### config.mk
export PLATFORM = sky130hd
export DESIGN_NAME = keypad_scanner
export DESIGN_NICKNAME = d
export VERILOG_FILES = /design/src/rtl/keypad_scanner.sv
export SDC_FILE = /design/constraint.sdc
export NUM_CORES = 1
export LEC_CHECK = 0
export ABC_AREA = 1
export CORE_MARGIN = 2
export CORE_UTILIZATION = 30
export CTS_CLUSTER_DIAMETER = 200
export CTS_CLUSTER_SIZE = 12
export DETAILED_ROUTE_END_ITERATION = 6
export PLACE_DENSITY = 0.56
export SYNTH_ARGS = -nofsm -noshare
export SYNTH_HDL_FRONTEND = slang
export SYNTH_SLANG_ARGS = --single-unit
### constraint.sdc
create_clock -name clk -period 4.85 [get_ports clk]
set_input_delay 0.7275 -clock clk [delete_from_list [all_inputs] [get_ports clk]]
set_output_delay 0.7275 -clock clk [all_outputs]
set_load 0.01 [all_outputs]
### src/rtl/keypad_scanner.sv
// keypad_scanner: column-strobing scanner for a 4x4 active-low matrix keypad.
// Drives one active-low column per slot, samples the rows at the end of each
// slot, debounces press and release over DEBOUNCE_SCANS consecutive slot ticks,
// and reports the accepted key as row*4 + col with a one-cycle valid pulse.
module keypad_scanner #(
    parameter int SCAN_DIV       = 27000,
    parameter int DEBOUNCE_SCANS = 4
) (
    input  logic       clk,
    input  logic       reset,
    input  logic [3:0] row_in,
    output logic [3:0] col_out,
    output logic [3:0] key_code,
    output logic       key_valid,
    output logic       key_held
);

    localparam int PW = $clog2(SCAN_DIV);
    localparam int CW = $clog2(DEBOUNCE_SCANS + 1);
    localparam logic [PW-1:0] PRESC_LAST = PW'(SCAN_DIV - 1);
    localparam logic [CW-1:0] CNT_TARGET = CW'(DEBOUNCE_SCANS);
    localparam logic [CW-1:0] CNT_ONE    = CW'(1);
    localparam logic [CW-1:0] CNT_ZERO   = CW'(0);

    typedef enum logic [1:0] {
        ST_SCAN     = 2'd0,
        ST_DEBOUNCE = 2'd1,
        ST_ACCEPT   = 2'd2,
        ST_HOLD     = 2'd3
    } state_t;

    // Active-low one-hot column strobe for a column index.
    function automatic logic [3:0] col_strobe(input logic [1:0] idx);
        return ~(4'b0001 << idx);
    endfunction

    // Lowest-index low row wins when several rows read low.
    function automatic logic [1:0] encode_row(input logic [3:0] rows_low);
        logic [1:0] enc;
        if (rows_low[0]) begin
            enc = 2'd0;
        end else if (rows_low[1]) begin
            enc = 2'd1;
        end else if (rows_low[2]) begin
            enc = 2'd2;
        end else begin
            enc = 2'd3;
        end
        return enc;
    endfunction

    state_t         state_r;
    state_t         state_s;
    logic [PW-1:0]  presc_r;
    logic           tick_s;
    logic [1:0]     col_idx_r;
    logic [1:0]     col_idx_s;
    logic [3:0]     col_out_r;
    logic [3:0]     col_out_s;
    logic [1:0]     cand_row_r;
    logic [1:0]     cand_row_s;
    logic [1:0]     cand_col_r;
    logic [1:0]     cand_col_s;
    logic [CW-1:0]  cnt_r;
    logic [CW-1:0]  cnt_s;
    logic [3:0]     key_code_r;
    logic [3:0]     key_code_s;
    logic           key_valid_r;
    logic           key_valid_s;
    logic           key_held_r;
    logic           key_held_s;
    logic           any_low_s;
    logic [1:0]     enc_row_s;

    assign tick_s    = (presc_r == PRESC_LAST);
    assign any_low_s = (row_in != 4'b1111);
    assign enc_row_s = encode_row(~row_in);

    assign col_out   = col_out_r;
    assign key_code  = key_code_r;
    assign key_valid = key_valid_r;
    assign key_held  = key_held_r;

    // Slot prescaler: wraps at SCAN_DIV-1, the wrap cycle is the sampling tick.
    always_ff @(posedge clk) begin
        if (reset) begin
            presc_r <= {PW{1'b0}};
        end else if (tick_s) begin
            presc_r <= {PW{1'b0}};
        end else begin
            presc_r <= presc_r + PW'(1);
        end
    end

    // FSM state register.
    always_ff @(posedge clk) begin
        if (reset) begin
            state_r <= ST_SCAN;
        end else begin
            state_r <= state_s;
        end
    end

    // Next-state and datapath decisions; rows are only acted on at ticks.
    always_comb begin
        state_s     = state_r;
        col_idx_s   = col_idx_r;
        cand_row_s  = cand_row_r;
        cand_col_s  = cand_col_r;
        cnt_s       = cnt_r;
        key_code_s  = key_code_r;
        key_valid_s = 1'b0;
        key_held_s  = key_held_r;
        case (state_r)
            ST_SCAN: begin
                if (tick_s && any_low_s) begin
                    cand_row_s = enc_row_s;
                    cand_col_s = col_idx_r;
                    if (CNT_TARGET == CNT_ONE) begin
                        state_s     = ST_ACCEPT;
                        key_code_s  = {enc_row_s, col_idx_r};
                        key_valid_s = 1'b1;
                        key_held_s  = 1'b1;
                        cnt_s       = CNT_ZERO;
                    end else begin
                        state_s = ST_DEBOUNCE;
                        cnt_s   = CNT_ONE;
                    end
                end else if (tick_s) begin
                    col_idx_s = col_idx_r + 2'd1;
                end else begin
                    state_s = ST_SCAN;
                end
            end
            ST_DEBOUNCE: begin
                if (tick_s && any_low_s && (enc_row_s == cand_row_r)) begin
                    if ((cnt_r + CNT_ONE) == CNT_TARGET) begin
                        state_s     = ST_ACCEPT;
                        key_code_s  = {cand_row_r, cand_col_r};
                        key_valid_s = 1'b1;
                        key_held_s  = 1'b1;
                        cnt_s       = CNT_ZERO;
                    end else begin
                        cnt_s = cnt_r + CNT_ONE;
                    end
                end else if (tick_s) begin
                    state_s   = ST_SCAN;
                    cnt_s     = CNT_ZERO;
                    col_idx_s = col_idx_r + 2'd1;
                end else begin
                    state_s = ST_DEBOUNCE;
                end
            end
            ST_ACCEPT: begin
                // The valid pulse is already on the output during this cycle.
                state_s = ST_HOLD;
                cnt_s   = CNT_ZERO;
            end
            ST_HOLD: begin
                if (tick_s && !any_low_s) begin
                    if ((cnt_r + CNT_ONE) == CNT_TARGET) begin
                        state_s    = ST_SCAN;
                        key_held_s = 1'b0;
                        cnt_s      = CNT_ZERO;
                        col_idx_s  = col_idx_r + 2'd1;
                    end else begin
                        cnt_s = cnt_r + CNT_ONE;
                    end
                end else if (tick_s) begin
                    // Any low row, even another key in this column, restarts release.
                    cnt_s = CNT_ZERO;
                end else begin
                    state_s = ST_HOLD;
                end
            end
            default: begin
                state_s    = ST_SCAN;
                cnt_s      = CNT_ZERO;
                key_held_s = 1'b0;
            end
        endcase
        col_out_s = col_strobe(col_idx_s);
    end

    // Datapath and output registers.
    always_ff @(posedge clk) begin
        if (reset) begin
            col_idx_r   <= 2'd0;
            col_out_r   <= 4'b1110;
            cand_row_r  <= 2'd0;
            cand_col_r  <= 2'd0;
            cnt_r       <= CNT_ZERO;
            key_code_r  <= 4'd0;
            key_valid_r <= 1'b0;
            key_held_r  <= 1'b0;
        end else begin
            col_idx_r   <= col_idx_s;
            col_out_r   <= col_out_s;
            cand_row_r  <= cand_row_s;
            cand_col_r  <= cand_col_s;
            cnt_r       <= cnt_s;
            key_code_r  <= key_code_s;
            key_valid_r <= key_valid_s;
            key_held_r  <= key_held_s;
        end
    end

endmodule

==> flow_summary.toml <==
[synthesis]
synth-simple-area-share = 0.385
synthTopCellsByCount = "nand2_1 (69), inv_1 (46), dfxtp_1 (36), nor2_1 (33), nand3_1 (30)"
syn_area_um2 = 1960
syn-num-nets = 301
yosys.area.top_type = "dfxtp_1"
synth.top_cell.area_share = 0.367
synthFlopType = "dfxtp_1"
syn_area_per_cell_um2 = 6.72
yosys_register_bits = 36
synth_top_family_by_area = "simple AND/OR/NAND/NOR gates"
ys_async_sr_fraction = 0
synth_cell_types = 30
synth_mux_area_frac = 0
synth_warnings = 0
synthAdderAreaFrac = 0.0191
synthCells = 292
synth-xor-area-share = 0.0313
seq_area_frac_synth = 0.367
synth_most_common_cell = "nand2_1"
synth_enable_flop_cells = 0
synth-compound-area-share = 0.0969
synth.area.top_cells = "dfxtp_1 (37%), nand2_1 (13%), inv_1 (8.8%), nand3_1 (7.7%), nor2_1 (6.3%)"

[drt]
ant_nets = 0
vias_per_cell = 4.63
post-route-drc-count = 0
first_iter_violations = 122
drtPass1Iterations = 4
via_count = 1807
wire_per_inst_um = 10.6
finalWirelength_mm = 4.15

[flow_run]
cap_violations = 0

[sta]
drv_slew = 0
max_freq_ghz = 0.432
worstMarginPinSlew_ps = 546
rsz0062_at_grt = "false"
setup_viol = 0
setup_tns_ps = 0
min_period_ps = 2320
finalHoldViolCount = 0
period_share = 0.478
relSlewSlack = 0.635
skew_ps = 10.5

[critical_path]
crit_top_cell = "nand2_1"
worstPathMaxFanout = 11
path_cells = "ha_1 > nand2_1 > nor2_1 > nand2_1 > nor2_2 > nand2_1 > inv_1 > nand4_2 > o21ai_0 > a21oi_1"
critPathMaxStageDelay_ps = 430
cp.arrival_ps = 2500
cp-start-kind = "flip-flop"
critPathKind = "flip-flop to flip-flop"
cp_slowest_cell = "nor2_2"
worst_setup_path_end_kind = "flip-flop"
crit_required_ps = 5030

[grt]
overflow = 0
antenna_found_initial = 0
grt_pass1_vias = 1647
grt_max_degree = 18
grt_pass1_wl_mm = 7.09
grt_use_total = 0.120

[clocking]
htreeDepth = 2
cts_resized = 0
worst_skew_pair.late_latency_ps = 290
ctsHoldBuffers = 0
cts_tree = "yes"
cts_buffers = 5
clkTransAtPathRegs_ps = 80
clk_root_buffer_cell = "clkbuf_8"
post_cts_buffers = 0
cts_buffer_depth = 2
cts.sinks = 36

[placement]
gp_congestion = 0.836
placed_cells = 382
port_buffers = 15
placed_area_um2 = 2200
dp_hpwl_mm = 3.07

[layout]
final-instance-count-excl-fill = 390
nets = 321
antenna_cells = 0
synthToLayoutAreaGrowth_pct = 16.5
final_area_um2 = 2290
drive_gt1_frac = 0.0863
num-fill-cells = 671

[floorplan]
start_util = 0.309
die_area_um2 = 7200
row_count = 29
fp.dieW_um = 84.9
die_h_um = 84.9
io_pins = 16
core_area_um2 = 6350

[outcome]
status = "finished clean"

[pwr]
p_total_w = 0.000543
pwr_density_cell_nw_per_um2 = 238
irDropWorstVdd_uv = 115
leakage_nw = 1.01

[min_path]
hold_path_class = "flip-flop to flip-flop"
[routing by layer]
metal / global-route usage / part of all wire / vias up
met3: 0.0253 / 0.036 / 6
met5: 0 / 0 / -
met1: 0.156 / 0.50 / 813
li1: - / - / 963
met4: 0.0519 / 0.019 / 0
met2: 0.193 / 0.44 / 25
[layout by cell type, fill, tap and decap left out]
cell,instances
inv_2,2
nand3b_1,1
xor2_1,5
clkbuf_1,2
clkdlybuf4s50_1,15
nor3b_1,2
o21bai_1,1
clkbuf_8,6
nand2_1,69
nand4_1,3
nand3_2,1
nor3_2,1
dfxtp_1,36
nor4_1,1
xnor2_1,2
nand3_1,30
nand2_2,4
or2_2,1
nor2_2,5
o211ai_1,2
nor2_1,33
inv_1,46
nor2_4,4
nor3_1,2
o21a_1,1
nand4_2,3
a21oi_1,14
o21ai_0,15
clkinv_1,1
a211oi_1,2
ha_1,3
[flip-flops by register name (all words and copies together), names as in the netlist]
name,count
cand_row_r,2
cnt_r,3
state_r,2
col_out,4
cand_col_r,2
presc_r,15
key_valid,1
key_code,4
col_idx_r,2
key_held,1
[worst paths after layout]
| kind | startpoint | to | slack, ps | cells past startpoint |
|---|---|---|---|---|
| worst min-delay path | key_code[1] | key_code[1] | 450 | 2 |
| worst max register to register | presc_r[0] | key_code[2] | 2530 | 10 |
| worst min register to register | key_code[1] | key_code[1] | 450 | 2 |
| worst max-delay path | presc_r[0] | key_code[2] | 2530 | 10 |
[final cells by class]
class / instances / area (um2) / area share
sequential: 36 / 721 / 0.315
multi-input combinational: 205 / 1040 / 0.457
clock buffer: 8 / 90.1 / 0.0394
timing repair buffer: 15 / 150 / 0.0657
tap: 77 / 96.3 / 0.0421
inverter: 49 / 184 / 0.0805
[critical path, delay by kind of cell (launching register included)]
| family | cells | cell delay, ps |
|---|---|---|
| compound gates | 2 | 310 |
| fa+ha+maj | 1 | 210 |
| buf+inv | 1 | 140 |
| flops | 1 | 360 |
| simple gates | 6 | 1180 |
[through the flow]
step	util	hold WS (ps)	setup slack, ps
2_1_floorplan	-	418	3070
3_3_place_gp	0.346	435	2340
3_5_place_dp	0.346	439	2310
4_1_cts	0.360	451	2530
5_1_grt	0.360	458	2240
6_report	0.360	446	2530
[kinds of logic (layout without fill, tap and decap cells)]
kind of cell,count (synthesis),in the layout
simple gates,160,160
buf+inv,51,72
flops,36,36
compound gates,35,35
xor+xnor,7,7
fa+ha+maj,3,3
[report_power, final]
| group | switching, W | internal (W) |
|---|---|---|
| combinational | 0.0000136 | 0.00000813 |
| clock | 0.000106 | 0.000116 |
| sequential | 0.00000163 | 0.000298 |
| total | 0.000122 | 0.000422 |
No activity file was read; power rests on OpenSTA's default activity.
